File: src/rtl/pcs_lane_deskew.sv
// ---------------------------------------------------------------------------
// pcs_lane_deskew
//   Multi-lane PCS deskew. Each receive lane feeds a small FIFO; the aligner
//   discards symbols until every lane presents COM (K28.5) at its FIFO head,
//   then pops all lanes in lock-step so the output word is lane-aligned.
//   Inter-lane skew is measured while waiting for the last COM and reported
//   on alignment. Excess skew, FIFO overflow or a partial COM column while
//   aligned flush everything and restart the search.
//
// Ports
//   PCLK          single rising-edge clock
//   RST           synchronous active-high reset
//   Deskew_En     enable; low flushes the FIFOs and holds the FSM in SEARCH
//   Lane_Data     received symbols, lane i at [8i+7:8i]
//   Lane_DataK    K-flag per lane
//   Lane_Valid    per-lane write strobe
//   Deskew_Data   aligned symbols (registered, held when not valid)
//   Deskew_DataK  aligned K-flags (registered, held when not valid)
//   Deskew_Valid  aligned word valid (registered)
//   Deskewed      high while the FSM is ALIGNED (registered)
//   Skew_Err      one-cycle error pulse (registered)
//   Skew_Value    measured skew in cycles, latched on alignment
// ---------------------------------------------------------------------------
module pcs_lane_deskew #(
   parameter int unsigned NUM_LANES = 4,
   parameter int unsigned DEPTH     = 8,
   parameter int unsigned MAX_SKEW  = 6
) (
   input  logic                       PCLK,
   input  logic                       RST,
   input  logic                       Deskew_En,
   input  logic [8*NUM_LANES-1:0]     Lane_Data,
   input  logic [NUM_LANES-1:0]       Lane_DataK,
   input  logic [NUM_LANES-1:0]       Lane_Valid,
   output logic [8*NUM_LANES-1:0]     Deskew_Data,
   output logic [NUM_LANES-1:0]       Deskew_DataK,
   output logic                       Deskew_Valid,
   output logic                       Deskewed,
   output logic                       Skew_Err,
   output logic [$clog2(DEPTH):0]     Skew_Value
);

   localparam int unsigned AW = $clog2(DEPTH);
   localparam int unsigned CW = AW + 1;
   localparam logic [7:0]  COM_SYM = 8'hBC;

   typedef struct packed {
      logic       k;
      logic [7:0] d;
   } sym_t;

   typedef enum logic [1:0] {
      SEARCH   = 2'd0,
      WAIT_ALL = 2'd1,
      ALIGNED  = 2'd2
   } state_t;

   state_t state, state_nxt;

   // Per-lane FIFO storage and bookkeeping
   sym_t                         mem [NUM_LANES][DEPTH];
   logic [NUM_LANES-1:0][AW-1:0] wr_ptr;
   logic [NUM_LANES-1:0][AW-1:0] rd_ptr;
   logic [NUM_LANES-1:0][CW-1:0] count;

   // Head-of-FIFO view
   sym_t [NUM_LANES-1:0]         head;
   logic [NUM_LANES-1:0]         nonempty;
   logic [NUM_LANES-1:0]         full;
   logic [NUM_LANES-1:0]         head_com;
   logic                         all_com;
   logic                         any_com;
   logic                         all_ne;

   // Control
   logic [CW-1:0]                skew_cnt, skew_cnt_nxt;
   logic [NUM_LANES-1:0]         pop_c;
   logic [NUM_LANES-1:0]         overflow_c;
   logic                         word_ok_c;
   logic                         latch_c;
   logic [CW-1:0]                skew_lat_c;
   logic                         timeout_c;
   logic                         misalign_c;
   logic                         err_c;
   logic                         flush_c;

   // Head symbol and occupancy flags per lane
   always_comb begin
      head     = '0;
      nonempty = '0;
      full     = '0;
      head_com = '0;
      for (int i = 0; i < NUM_LANES; i++) begin
         head[i]     = mem[i][rd_ptr[i]];
         nonempty[i] = (count[i] != '0);
         full[i]     = (count[i] == CW'(DEPTH));
         head_com[i] = nonempty[i] && head[i].k && (head[i].d == COM_SYM);
      end
   end

   assign all_com = &head_com;
   assign any_com = |head_com;
   assign all_ne  = &nonempty;

   // FSM state register
   always_ff @(posedge PCLK) begin
      if (RST) begin
         state    <= SEARCH;
         skew_cnt <= '0;
      end else begin
         state    <= state_nxt;
         skew_cnt <= skew_cnt_nxt;
      end
   end

   // Next state, pop control and error detection.
   // skew_cnt holds the number of cycles since the first lane showed COM,
   // so it reads 1 in the first WAIT_ALL cycle.
   // The column that completes alignment is popped in the same cycle, which
   // gives the two-cycle write-to-output latency.
   always_comb begin
      state_nxt    = state;
      skew_cnt_nxt = skew_cnt;
      pop_c        = '0;
      word_ok_c    = 1'b0;
      latch_c      = 1'b0;
      skew_lat_c   = '0;
      timeout_c    = 1'b0;
      misalign_c   = 1'b0;

      case (state)
         SEARCH: begin
            if (all_com) begin
               pop_c      = '1;
               word_ok_c  = 1'b1;
               latch_c    = 1'b1;
               skew_lat_c = '0;
               state_nxt  = ALIGNED;
            end else begin
               pop_c = nonempty & ~head_com;
               if (any_com) begin
                  state_nxt    = WAIT_ALL;
                  skew_cnt_nxt = CW'(1);
               end
            end
         end
         WAIT_ALL: begin
            if (skew_cnt > CW'(MAX_SKEW)) begin
               timeout_c = 1'b1;
            end else if (all_com) begin
               pop_c      = '1;
               word_ok_c  = 1'b1;
               latch_c    = 1'b1;
               skew_lat_c = skew_cnt;
               state_nxt  = ALIGNED;
            end else begin
               pop_c        = nonempty & ~head_com;
               skew_cnt_nxt = skew_cnt + CW'(1);
            end
         end
         ALIGNED: begin
            if (all_ne) begin
               pop_c = '1;
               // A partial COM column means the lanes have slipped
               if (any_com && !all_com) begin
                  misalign_c = 1'b1;
               end else begin
                  word_ok_c = 1'b1;
               end
            end
         end
         default: begin
            state_nxt = SEARCH;
         end
      endcase

      // Write at full is only an overflow when the same lane does not pop
      overflow_c = Lane_Valid & full & ~pop_c;
      err_c      = Deskew_En && ((|overflow_c) || timeout_c || misalign_c);
      flush_c    = !Deskew_En || err_c;

      if (flush_c) begin
         state_nxt = SEARCH;
         word_ok_c = 1'b0;
         latch_c   = 1'b0;
      end
   end

   // FIFO pointers and counts; a flush clears them and drops same-cycle writes
   always_ff @(posedge PCLK) begin
      if (RST) begin
         wr_ptr <= '0;
         rd_ptr <= '0;
         count  <= '0;
      end else begin
         for (int i = 0; i < NUM_LANES; i++) begin
            if (flush_c) begin
               wr_ptr[i] <= '0;
               rd_ptr[i] <= '0;
               count[i]  <= '0;
            end else begin
               if (Lane_Valid[i]) begin
                  wr_ptr[i] <= wr_ptr[i] + AW'(1);
               end
               if (pop_c[i]) begin
                  rd_ptr[i] <= rd_ptr[i] + AW'(1);
               end
               count[i] <= count[i] + CW'(Lane_Valid[i]) - CW'(pop_c[i]);
            end
         end
      end
   end

   // FIFO storage write port
   always_ff @(posedge PCLK) begin
      for (int i = 0; i < NUM_LANES; i++) begin
         if (!flush_c && Lane_Valid[i]) begin
            mem[i][wr_ptr[i]] <= sym_t'({Lane_DataK[i], Lane_Data[8*i +: 8]});
         end
      end
   end

   // Registered outputs; data holds its last value between valid words
   always_ff @(posedge PCLK) begin
      if (RST) begin
         Deskew_Data  <= '0;
         Deskew_DataK <= '0;
         Deskew_Valid <= 1'b0;
         Deskewed     <= 1'b0;
         Skew_Err     <= 1'b0;
         Skew_Value   <= '0;
      end else begin
         Deskew_Valid <= word_ok_c;
         Deskewed     <= (state_nxt == ALIGNED);
         Skew_Err     <= err_c;
         if (latch_c) begin
            Skew_Value <= skew_lat_c;
         end
         if (word_ok_c) begin
            for (int i = 0; i < NUM_LANES; i++) begin
               Deskew_Data[8*i +: 8] <= head[i].d;
               Deskew_DataK[i]       <= head[i].k;
            end
         end
      end
   end

endmodule

File: config.mk
export PLATFORM = sky130hd
export DESIGN_NAME = pcs_lane_deskew
export DESIGN_NICKNAME = d
export VERILOG_FILES = /design/src/rtl/pcs_lane_deskew.sv
export SDC_FILE = /design/constraint.sdc
export NUM_CORES = 1
export LEC_CHECK = 0
export CAP_MARGIN = 20
export CORE_ASPECT_RATIO = 1.2
export CORE_MARGIN = 2
export CORE_UTILIZATION = 25
export CTS_CLUSTER_SIZE = 28
export DETAILED_ROUTE_END_ITERATION = 8
export GPL_TIMING_DRIVEN = 0
export PLACE_DENSITY = 0.42
export REMOVE_ABC_BUFFERS = 1
export SYNTH_ARGS = -nofsm -noshare
export SYNTH_HDL_FRONTEND = slang
export SYNTH_SLANG_ARGS = --single-unit
export TNS_END_PERCENT = 20
File: constraint.sdc
create_clock -name PCLK -period 4.56 [get_ports PCLK]
set_clock_uncertainty 0.1 [all_clocks]
set_input_delay 0.912 -clock PCLK [delete_from_list [all_inputs] [get_ports PCLK]]
set_output_delay 0.912 -clock PCLK [all_outputs]
set_load 0.01 [all_outputs]
**Word-level counts from Yosys, hierarchy flattened**

Memories as Yosys holds them, arrays and structs flattened.
Index checks and enable logic that the tools add are counted.

- Register bits: 89
- Memory bits (writable): 288
- Bits of input ports: 43
- Output and inout bits: 43
- Word-level logic and storage cells: 174
- Memories: 1

- Add/sub/neg operators: 17
- $lt $le $gt $ge: 13
- Eq/ne operators: 15
- Muxes and demuxes: 59
- Bitwise operators: 13
- Reduce and logical (&&, ||, !) cells: 36

Memories:

| name | depth | width | read ports | clocked after memory_dff | write ports | line | source |
|---|---|---|---|---|---|---|---|
| mem | 4 | 72 | 4 | 0 | 4 | 61 | `sym_t mem [NUM_LANES][DEPTH];` |

Operator list:

| kind | count |
|---|---|
| $mux 72 | 4 |
| $bmux 9 s3 | 4 |
| $demux 9 s3 | 4 |
| $mux 9 | 12 |
| $mux 4 | 10 |
| $eq 8x8->1 const B | 4 |
| $ge 4x4->1 const B | 8 |
| $not 3->4 | 8 |
| $add 3x1->3 const B | 8 |
| $logic_and 1x1->1 | 18 |
| $add 4x1->4 | 4 |
| $eq 4x4->1 const B | 4 |
| $lt 4x1->1 const B | 4 |
| $reduce_bool 4->1 | 4 |
| $sub 4x1->4 | 4 |
| $mux 1 | 15 |
| $and 4x4->4 | 3 |
| $pmux 4 s3 | 1 |
| $mux 2 | 5 |
| $ne 2x2->1 const B | 4 |
| $not 4->4 | 2 |
| $pmux 4 s2 | 1 |
| $reduce_and 4->1 | 2 |
| $reduce_or 4->1 | 2 |
| other kinds (13) | 18 |

**Depth between registers and ports, before layout**

Gate-level depths: netlist of run 1.

- Word-level depth: 22
- Depth in mapped cells: 16
- Gate-level depth less buffers: 16

**Worst setup path after synthesis of run 1**

OpenSTA, ideal clock, no wires.

- Path kind: reg-to-reg
- From: register rd_ptr[9] (netlist name)
- To: memory mem[0][63] (netlist name) (enable)
- Library setup time: 0.403 ns
- Arrival: 4.516 ns
- Required time: 4.057 ns
- Slack: -0.459 ns
- Cell stages (with the launch flop): 13
- Buffers on the path: 4
- Period minus slack after synthesis: 5.019 ns
- Path through: dfxtp_1 clkbuf_1 buf_2 mux4_2 mux2i_1 nor4bb_1 nand4_1 or4_1 buf_2 nand2_1 o22ai_1 buf_2 nor4b_1

RTL lines:

| item | line | source |
|---|---|---|
| from (decl) | 63 | `logic [NUM_LANES-1:0][AW-1:0] rd_ptr;` |
| from (signal, indexed assignment) | 206 | `rd_ptr[i] <= rd_ptr[i] + AW'(1);` |
| to (decl) | 61 |  |

==> flow_metrics.env, run 1 <==
export IMPL_placed_cells=1832
export IMPL_rsz0062_at_grt="yes"
export IMPL_worstReg2RegEnd="mem[3][64]"
export IMPL_top_layer_used="met5"
export IMPL_initial_utilization=0.253
export IMPL_met2_wirelength_um=19000
export IMPL_wl_met3_um=1420
export IMPL_clk_pin_slew_worst_paths_ns=0.06
export IMPL_min_to="Deskew_Data[28]"
export IMPL_syn_avg_cell_area_um2=16.0
export IMPL_grt_usage=0.120
export IMPL_ys_top_cells_by_area="edfxtp_1 (56%), dfxtp_1 (12%), mux4_2 (10%)"
export IMPL_cts_sinks=377
export IMPL_wl_met1_um=16800
export IMPL_cts_hold_buf=0
export IMPL_min_from="Deskew_Data[28]"
export IMPL_die_h_um=276
export IMPL_fin_area_mm2=0.0197
export IMPL_synth_seq_cells=377
export IMPL_leakage_nw=6.15
export IMPL_cp_slowest_stage_delay_ns=0.55
export IMPL_drv_slew=0
export IMPL_slew_headroom=0.181
export IMPL_ant_nets=0
export IMPL_dpl_hpwl_um=25200
export IMPL_holdPathStages=2
export IMPL_grt_pass1_vias=9130
export IMPL_die_w_um=231
export IMPL_setup_tns_ns=0
export IMPL_placed_cell_area_mm2=0.0177
export IMPL_dieArea_mm2=0.0637
export IMPL_async_flop_share=0
export IMPL_grt_max_degree=35
export IMPL_ios=86
export IMPL_num_antenna_cells=0
export IMPL_synth_compound_area_frac=0.0456
export IMPL_drt_wl_total_um=38000
export IMPL_cts_tree="yes"
export IMPL_crit_path_frequent_cell="or4_4"
export IMPL_path_class="reg2reg"
export IMPL_htreeDepth=2
export IMPL_synth_xor_area_share=0.0136
export IMPL_routedWlPerCell_um=19.7
export IMPL_cpMaxStageDelayCell="or4_4"
export IMPL_vias=8635
export IMPL_arrival_ns=4.60
export IMPL_placeableCoreArea_mm2=0.0609
export IMPL_fin_crit_sh=0.979
export IMPL_area_growth_pct=27.5
export IMPL_drtIter0Drc=452
export IMPL_n_fill_cell=5925
export IMPL_viasPerCell=4.48
export IMPL_rows=99
export IMPL_p_per_area_mw_per_mm2=476
export IMPL_nets=1172
export IMPL_worst_slew_pin_slew_ns=1.23
export IMPL_fin_total_pwr_mw=9.36
export IMPL_dr_pass1_iters=4
export IMPL_hold_viol_final=0
export IMPL_r2r_slack_ns=0.1
export IMPL_finalCriticalPeriod_ns=4.46
export IMPL_clockBufferDepth=3
export IMPL_antenna_found_initial=3
export IMPL_timing_fmax_ghz=0.224
export IMPL_cp_start_kind="register"
export IMPL_grt_pass1_wl_um=57900
export IMPL_stdcell_count=1929
export IMPL_status="finished clean"
export IMPL_vdd_drop_max_mv=0.231
export IMPL_r2r_start="rd_ptr[0]"
export IMPL_ys_types=57
export IMPL_synthSimpleGateAreaFrac=0.0710
export IMPL_synth_top_family_by_area="multiplexers"
export IMPL_cp_end_kind="register"
export IMPL_final_layout_size_suffix_gt1_frac=0.237
export IMPL_synthAdderAreaFrac=0.0328
export IMPL_routabilityCongestion=0.686
export IMPL_hold_path_class="reg2reg"
export IMPL_cts_root_buf="clkbuf_16"
export IMPL_cp_cell_sequence="mux4_2 > mux2_2 > or4_4 > or4_4 > or4_4 > nand2_2 > o22ai_4 > buf_12 > buf_16 > nor4b_4 > buf_6"
export IMPL_yosys_warnings=0
export IMPL_ys_seq_area_frac=0.676
export IMPL_path_max_fanout=18
export IMPL_worstPathRequired_ns=4.70
export IMPL_drv_cap=0
export IMPL_synth_ff_type="edfxtp_1"
export IMPL_drc=0
export IMPL_numPortBuffers=85
export IMPL_cts_inserted_buffers=39
export IMPL_reg2reg_depth=11
export IMPL_yosysTopAreaCell="edfxtp_1"
export IMPL_setup_viol=0
export IMPL_gr_total_overflow=0
export IMPL_netlist_area_mm2=0.0154
export IMPL_synth_top_cell_area_share=0.561
export IMPL_synthCells=961
export IMPL_clkLatencyLatePin_ns=0.55
export IMPL_synth_edf_count=288
export IMPL_synthMuxAreaShare=0.133
==> flip-flops by register name, summed over array words and instances (netlist names) <==
signal	flops
Deskew_Data	32
Deskew_DataK	4
Deskew_Valid	1
Deskewed	1
Skew_Err	1
Skew_Value	4
count	16
mem	288
rd_ptr	12
skew_cnt	4
state	2
wr_ptr	12
==> worst max path at each step <==
stage / start / end
floorplan: rd_ptr[0] / mem[2][0]
global placement: rd_ptr[9] / mem[1][65]
detailed placement: rd_ptr[1] / mem[0][49]
CTS: rd_ptr[0] / mem[2][70]
global route: rd_ptr[0] / Deskew_Data[11]
finish: rd_ptr[0] / mem[3][64]
==> power breakdown <==
part / switching [mW] / internal [mW] / leakage [nW]
registers: 0.140 / 3.83 / 3.33
clock network: 1.35 / 1.92 / 0.637
logic: 1.12 / 1.00 / 2.19
==> cell usage in the layout, fill, tap and decap left out, drive strengths merged, types with 5 or more instances in the layout <==
master	netlist	final
edfxtp	288	288
dfxtp	89	89
clkdlybuf4s50	0	84
mux4	69	69
buf	25	67
nor3	56	56
inv	43	47
clkbuf	37	44
mux2i	43	43
a21oi	41	41
ha	34	34
a211oi	28	28
nor4	25	25
nand3	23	23
nor2	21	21
clkinv	0	17
xnor2	16	16
nand2	16	16
nand3b	8	8
xor2	8	8
nor4b	7	7
mux2	6	6
bufinv	0	6
o21ai	6	6
or4	6	6
and2	5	5
nand4	5	5
nor3b	5	5
a21o	5	5
==> logic make-up (layout without fill, tap and decap cells) <==
group | count (synthesis) | after routing
DFF | 377 | 377
and+or+nand+nor | 194 | 194
muxes | 118 | 118
AOI/OAI and AO/OA | 105 | 105
buffers and inverters | 105 | 265
adders and majority gates | 38 | 38
xor gates and xnor gates | 24 | 24
==> per-layer routing <==
metal / GRT usage / up-vias
met2: 0.206 / 111
met1: 0.152 / 4437
li1: - / 4034
met3: 0.0221 / 47
met5: 0 / -
met4: 0.0337 / 6
==> worst max-delay path: cells and delay by family (launching register included) <==
kind                   cells  cell delay, ns
flip-flops                 1            0.38
AND/OR/NAND/NOR            5            2.14
buffers and inverters      3            0.59
multiplexers               2            0.79
AO/OA/AOI/OAI              1            0.12
==> cells in the mapped netlist, types with 2 or more instances <==
cell,count
nand3b_1,8
a21o_1,5
nand2b_1,4
nand2_1,16
buf_1,7
inv_1,43
nor2b_1,3
ha_1,34
nor3_1,56
nand3_1,23
nand4_1,5
and2_1,5
and4_1,2
xor2_1,8
o21ai_0,5
a22o_1,4
nor4bb_1,2
or2_2,2
a311oi_1,2
clkbuf_1,37
or4_1,5
a211oi_1,28
mux4_2,69
xnor2_1,16
nor2_1,21
dfxtp_1,89
nor3b_1,5
nor4_1,25
buf_2,17
mux2_2,6
o22ai_1,3
fa_1,4
a21oi_1,41
nor4b_1,6
edfxtp_1,288
mux2i_1,43
a31oi_1,4
==> through the flow <==
stage | util | setup WS, ns | hold slack, ns
2_1_floorplan | - | -2.89 | 0.380
4_1_cts | 0.320 | -0.0173 | 0.386
3_5_place_dp | 0.291 | -1.78 | 0.371
3_3_place_gp | 0.279 | -7.13 | 0.357
5_1_grt | 0.323 | -0.0394 | 0.414
6_report | 0.323 | 0.0958 | 0.388
==> repair_timing <==
item	CTS	global route
endpoints found under the setup margin	373	169
buffers inserted	19	6
pin swaps	18	7
resized for setup	52	13
==> final cells by class <==
cell class              instances  area, um2  area share
clock buffers                  44        995      0.0506
clock inverters                27        294      0.0150
inverters                      43        161     0.00821
multi-input cells             479       5120       0.261
flip-flops and latches        377      10500       0.532
well taps                     808       1010      0.0514
repair buffers                151       1620      0.0824
(Power assumes the default switching activity.)
==> inputs of run 2 (changes only) <==
--- a/constraint.sdc
+++ b/constraint.sdc
@@ -4,2 +4,2 @@
 set_output_delay 0.912 -clock PCLK [all_outputs]
-set_load 0.01 [all_outputs]
+set_load 0.02 [all_outputs]
==> results of run 2 <==
Same layout as run 1 (identical final DEF). Status: finished clean.
==> inputs of run 3 (changes only) <==
Settings changed: CTS_BUF_LIST set to sky130_fd_sc_hd__clkbuf_8.
==> run 3 against run 2 <==
Net effect:
- sequential share of layout area up 0.094 points
- cell count up 3.0%
- hold slack worse by 0.0083 ns
- flip-flop and latch count unchanged
- combinational power up 8%
- critical path depth up 1
- sequential power about the same
- setup slack better by 0.029 ns
- largest cell class unchanged
==> flow_metrics.env, run 3 (synthesis gave the netlist of run 1 again) <==
export IMPL_initial_utilization=0.253
export IMPL_numPortBuffers=85
export IMPL_setup_viol=0
export IMPL_hold_path_class="reg2reg"
export IMPL_r2r_slack_ns=0.12
export IMPL_cts_root_buf="clkbuf_8"
export IMPL_stdcell_count=1986
export IMPL_rows=99
export IMPL_postLayoutCoreUtil=0.322
export IMPL_setup_tns_ns=0
export IMPL_cts_sinks=377
export IMPL_drc=0
export IMPL_cts_inserted_buffers=60
export IMPL_clk_pin_slew_worst_paths_ns=0.06
export IMPL_dr_pass1_iters=4
export IMPL_hold_viol_final=0
export IMPL_final_layout_size_suffix_gt1_frac=0.256
export IMPL_dieArea_mm2=0.0637
export IMPL_finalCriticalPeriod_ns=4.44
export IMPL_vias=8814
export IMPL_startpoint="rd_ptr[0]"
export IMPL_path_max_fanout=6
export IMPL_vdd_drop_max_mv=0.180
export IMPL_routedWlPerCell_um=19.6
export IMPL_drtIter0Drc=502
export IMPL_critPathTopFamily="simple AND/OR/NAND/NOR gates"
export IMPL_routabilityCongestion=0.686
export IMPL_die_h_um=276
export IMPL_nets=1208
export IMPL_die_w_um=231
export IMPL_cp_slowest_stage_delay_ns=0.56
export IMPL_gr_total_overflow=0
export IMPL_reg2reg_depth=12
export IMPL_worstReg2RegEnd="mem[1][71]"
export IMPL_n_fill_cell=5980
export IMPL_leakage_nw=6.28
export IMPL_final_common_cell="edfxtp_1"
export IMPL_grt_pass1_wl_um=59100
export IMPL_min_from="Deskew_Data[28]"
export IMPL_htreeDepth=2
export IMPL_clkLatencyLatePin_ns=0.61
export IMPL_status="finished clean"
export IMPL_p_per_area_mw_per_mm2=459
export IMPL_cpMaxStageDelayCell="or4_4"
export IMPL_grt_pass1_vias=9415
export IMPL_fin_crit_sh=0.973
export IMPL_clockBufferDepth=3
export IMPL_drt_wl_total_um=38800
export IMPL_grt_max_degree=35
export IMPL_rsz0062_at_grt="no"
export IMPL_antenna_found_initial=4
export IMPL_grt_usage=0.122
export IMPL_worstPathRequired_ns=4.77
export IMPL_path_class="reg2reg"
export IMPL_largest_reg_flops=288
export IMPL_r2r_start="rd_ptr[0]"
export IMPL_arrival_ns=4.64
export IMPL_dpl_hpwl_um=25200
export IMPL_viasPerCell=4.44
export IMPL_cp_start_kind="register"
export IMPL_placeableCoreArea_mm2=0.0609
export IMPL_timing_fmax_ghz=0.225
export IMPL_worst_path_buf_inv=4
export IMPL_drv_slew=0
export IMPL_setup_worst_path_end="mem[1][71]"
export IMPL_placed_cells=1832
export IMPL_ant_nets=0
export IMPL_drv_cap=0
export IMPL_final_cell_mix="edfxtp_1 (288), clkdlybuf4s50_1 (84), dfxtp_1 (79)"
export IMPL_area_growth_pct=27.3
export IMPL_cp_end_kind="register"
export IMPL_fin_total_pwr_mw=9.01
export IMPL_cts_tree="yes"
export IMPL_cp_cell_sequence="mux4_2 > mux2_2 > or4_4 > or4_4 > or4_4 > nand2_4 > o22ai_4 > buf_16 > buf_4 > buf_4 > nor4b_4 > buf_4"
export IMPL_slew_headroom=0.180
export IMPL_worst_slew_pin_slew_ns=1.23
export IMPL_whs_ns=0.380
export IMPL_path_depth=12
export IMPL_ios=86
==> run 3: changes by cell type in the layout (fill, tap and decap cells not counted), sizes merged <==
cell    delta
buf       +13
bufbuf     +1
bufinv     -3
clkbuf    +19
clkinv     +6
diode      +1
inv       +19
o22ai      +1
==> run 3: worst min path at each step <==
stage	endpoint	depth (start not counted)	slack, ns
finish	Deskew_Data[28]	2	0.38
global route	Skew_Value[3]	1	0.41
CTS	Deskew_Data[28]	2	0.38
detailed placement	Skew_Value[3]	1	0.37
global placement	Deskew_Data[28]	2	0.36
floorplan	skew_cnt[3]	2	0.40
==> run 3: layer usage <==
layer / GRT usage / wire, um
met1: 0.153 / 16800
met2: 0.211 / 19500
met3: 0.0242 / 1660
met5: 0 / 35
met4: 0.0371 / 806
==> run 3: metrics by stage <==
step | setup slack [ns] | area (um2)
4_1_cts | 0.0241 | 19500
3_3_place_gp | -7.13 | 17000
2_1_floorplan | -2.89 | 15200
6_report | 0.125 | 19600
3_5_place_dp | -1.78 | 17700
5_1_grt | 0.0192 | 19600
==> run 3: what timing repair did <==
item                                    CTS  global route
endpoints found under the setup margin  374           151
pin swaps                                14             6
hold endpoints to repair                  0             0
resized for setup                        54             9
buffers inserted                         29             9
cloned                                    2             0
hold buffers                              0             0
==> run 3: final cells by class <==
type / count / area (um2) / share of cell area
Inverter: 43 / 161 / 0.00822
Clock inverter: 49 / 275 / 0.0140
Tap cell: 808 / 1010 / 0.0515
Clock buffer: 63 / 867 / 0.0442
Multi-Input combinational cell: 480 / 5130 / 0.261
Antenna cell: 1 / 2.50 / 0.000127
Timing Repair Buffer: 165 / 1720 / 0.0877
Sequential cell: 377 / 10500 / 0.533
==> run 3: tightest hold or removal path: stages, from the launching register on <==
cell     delay [ns]
dfxtp_1        0.31
nand2_1        0.05
o21ai_0        0.06
==> run 3: report_power, final <==
part | total (mW) | leakage (nW) | internal, mW | switching [mW]
Combinational | 2.29 | 2.28 | 1.10 | 1.19
Clock | 2.78 | 0.677 | 1.44 | 1.34
Sequential | 3.94 | 3.33 | 3.83 | 0.116
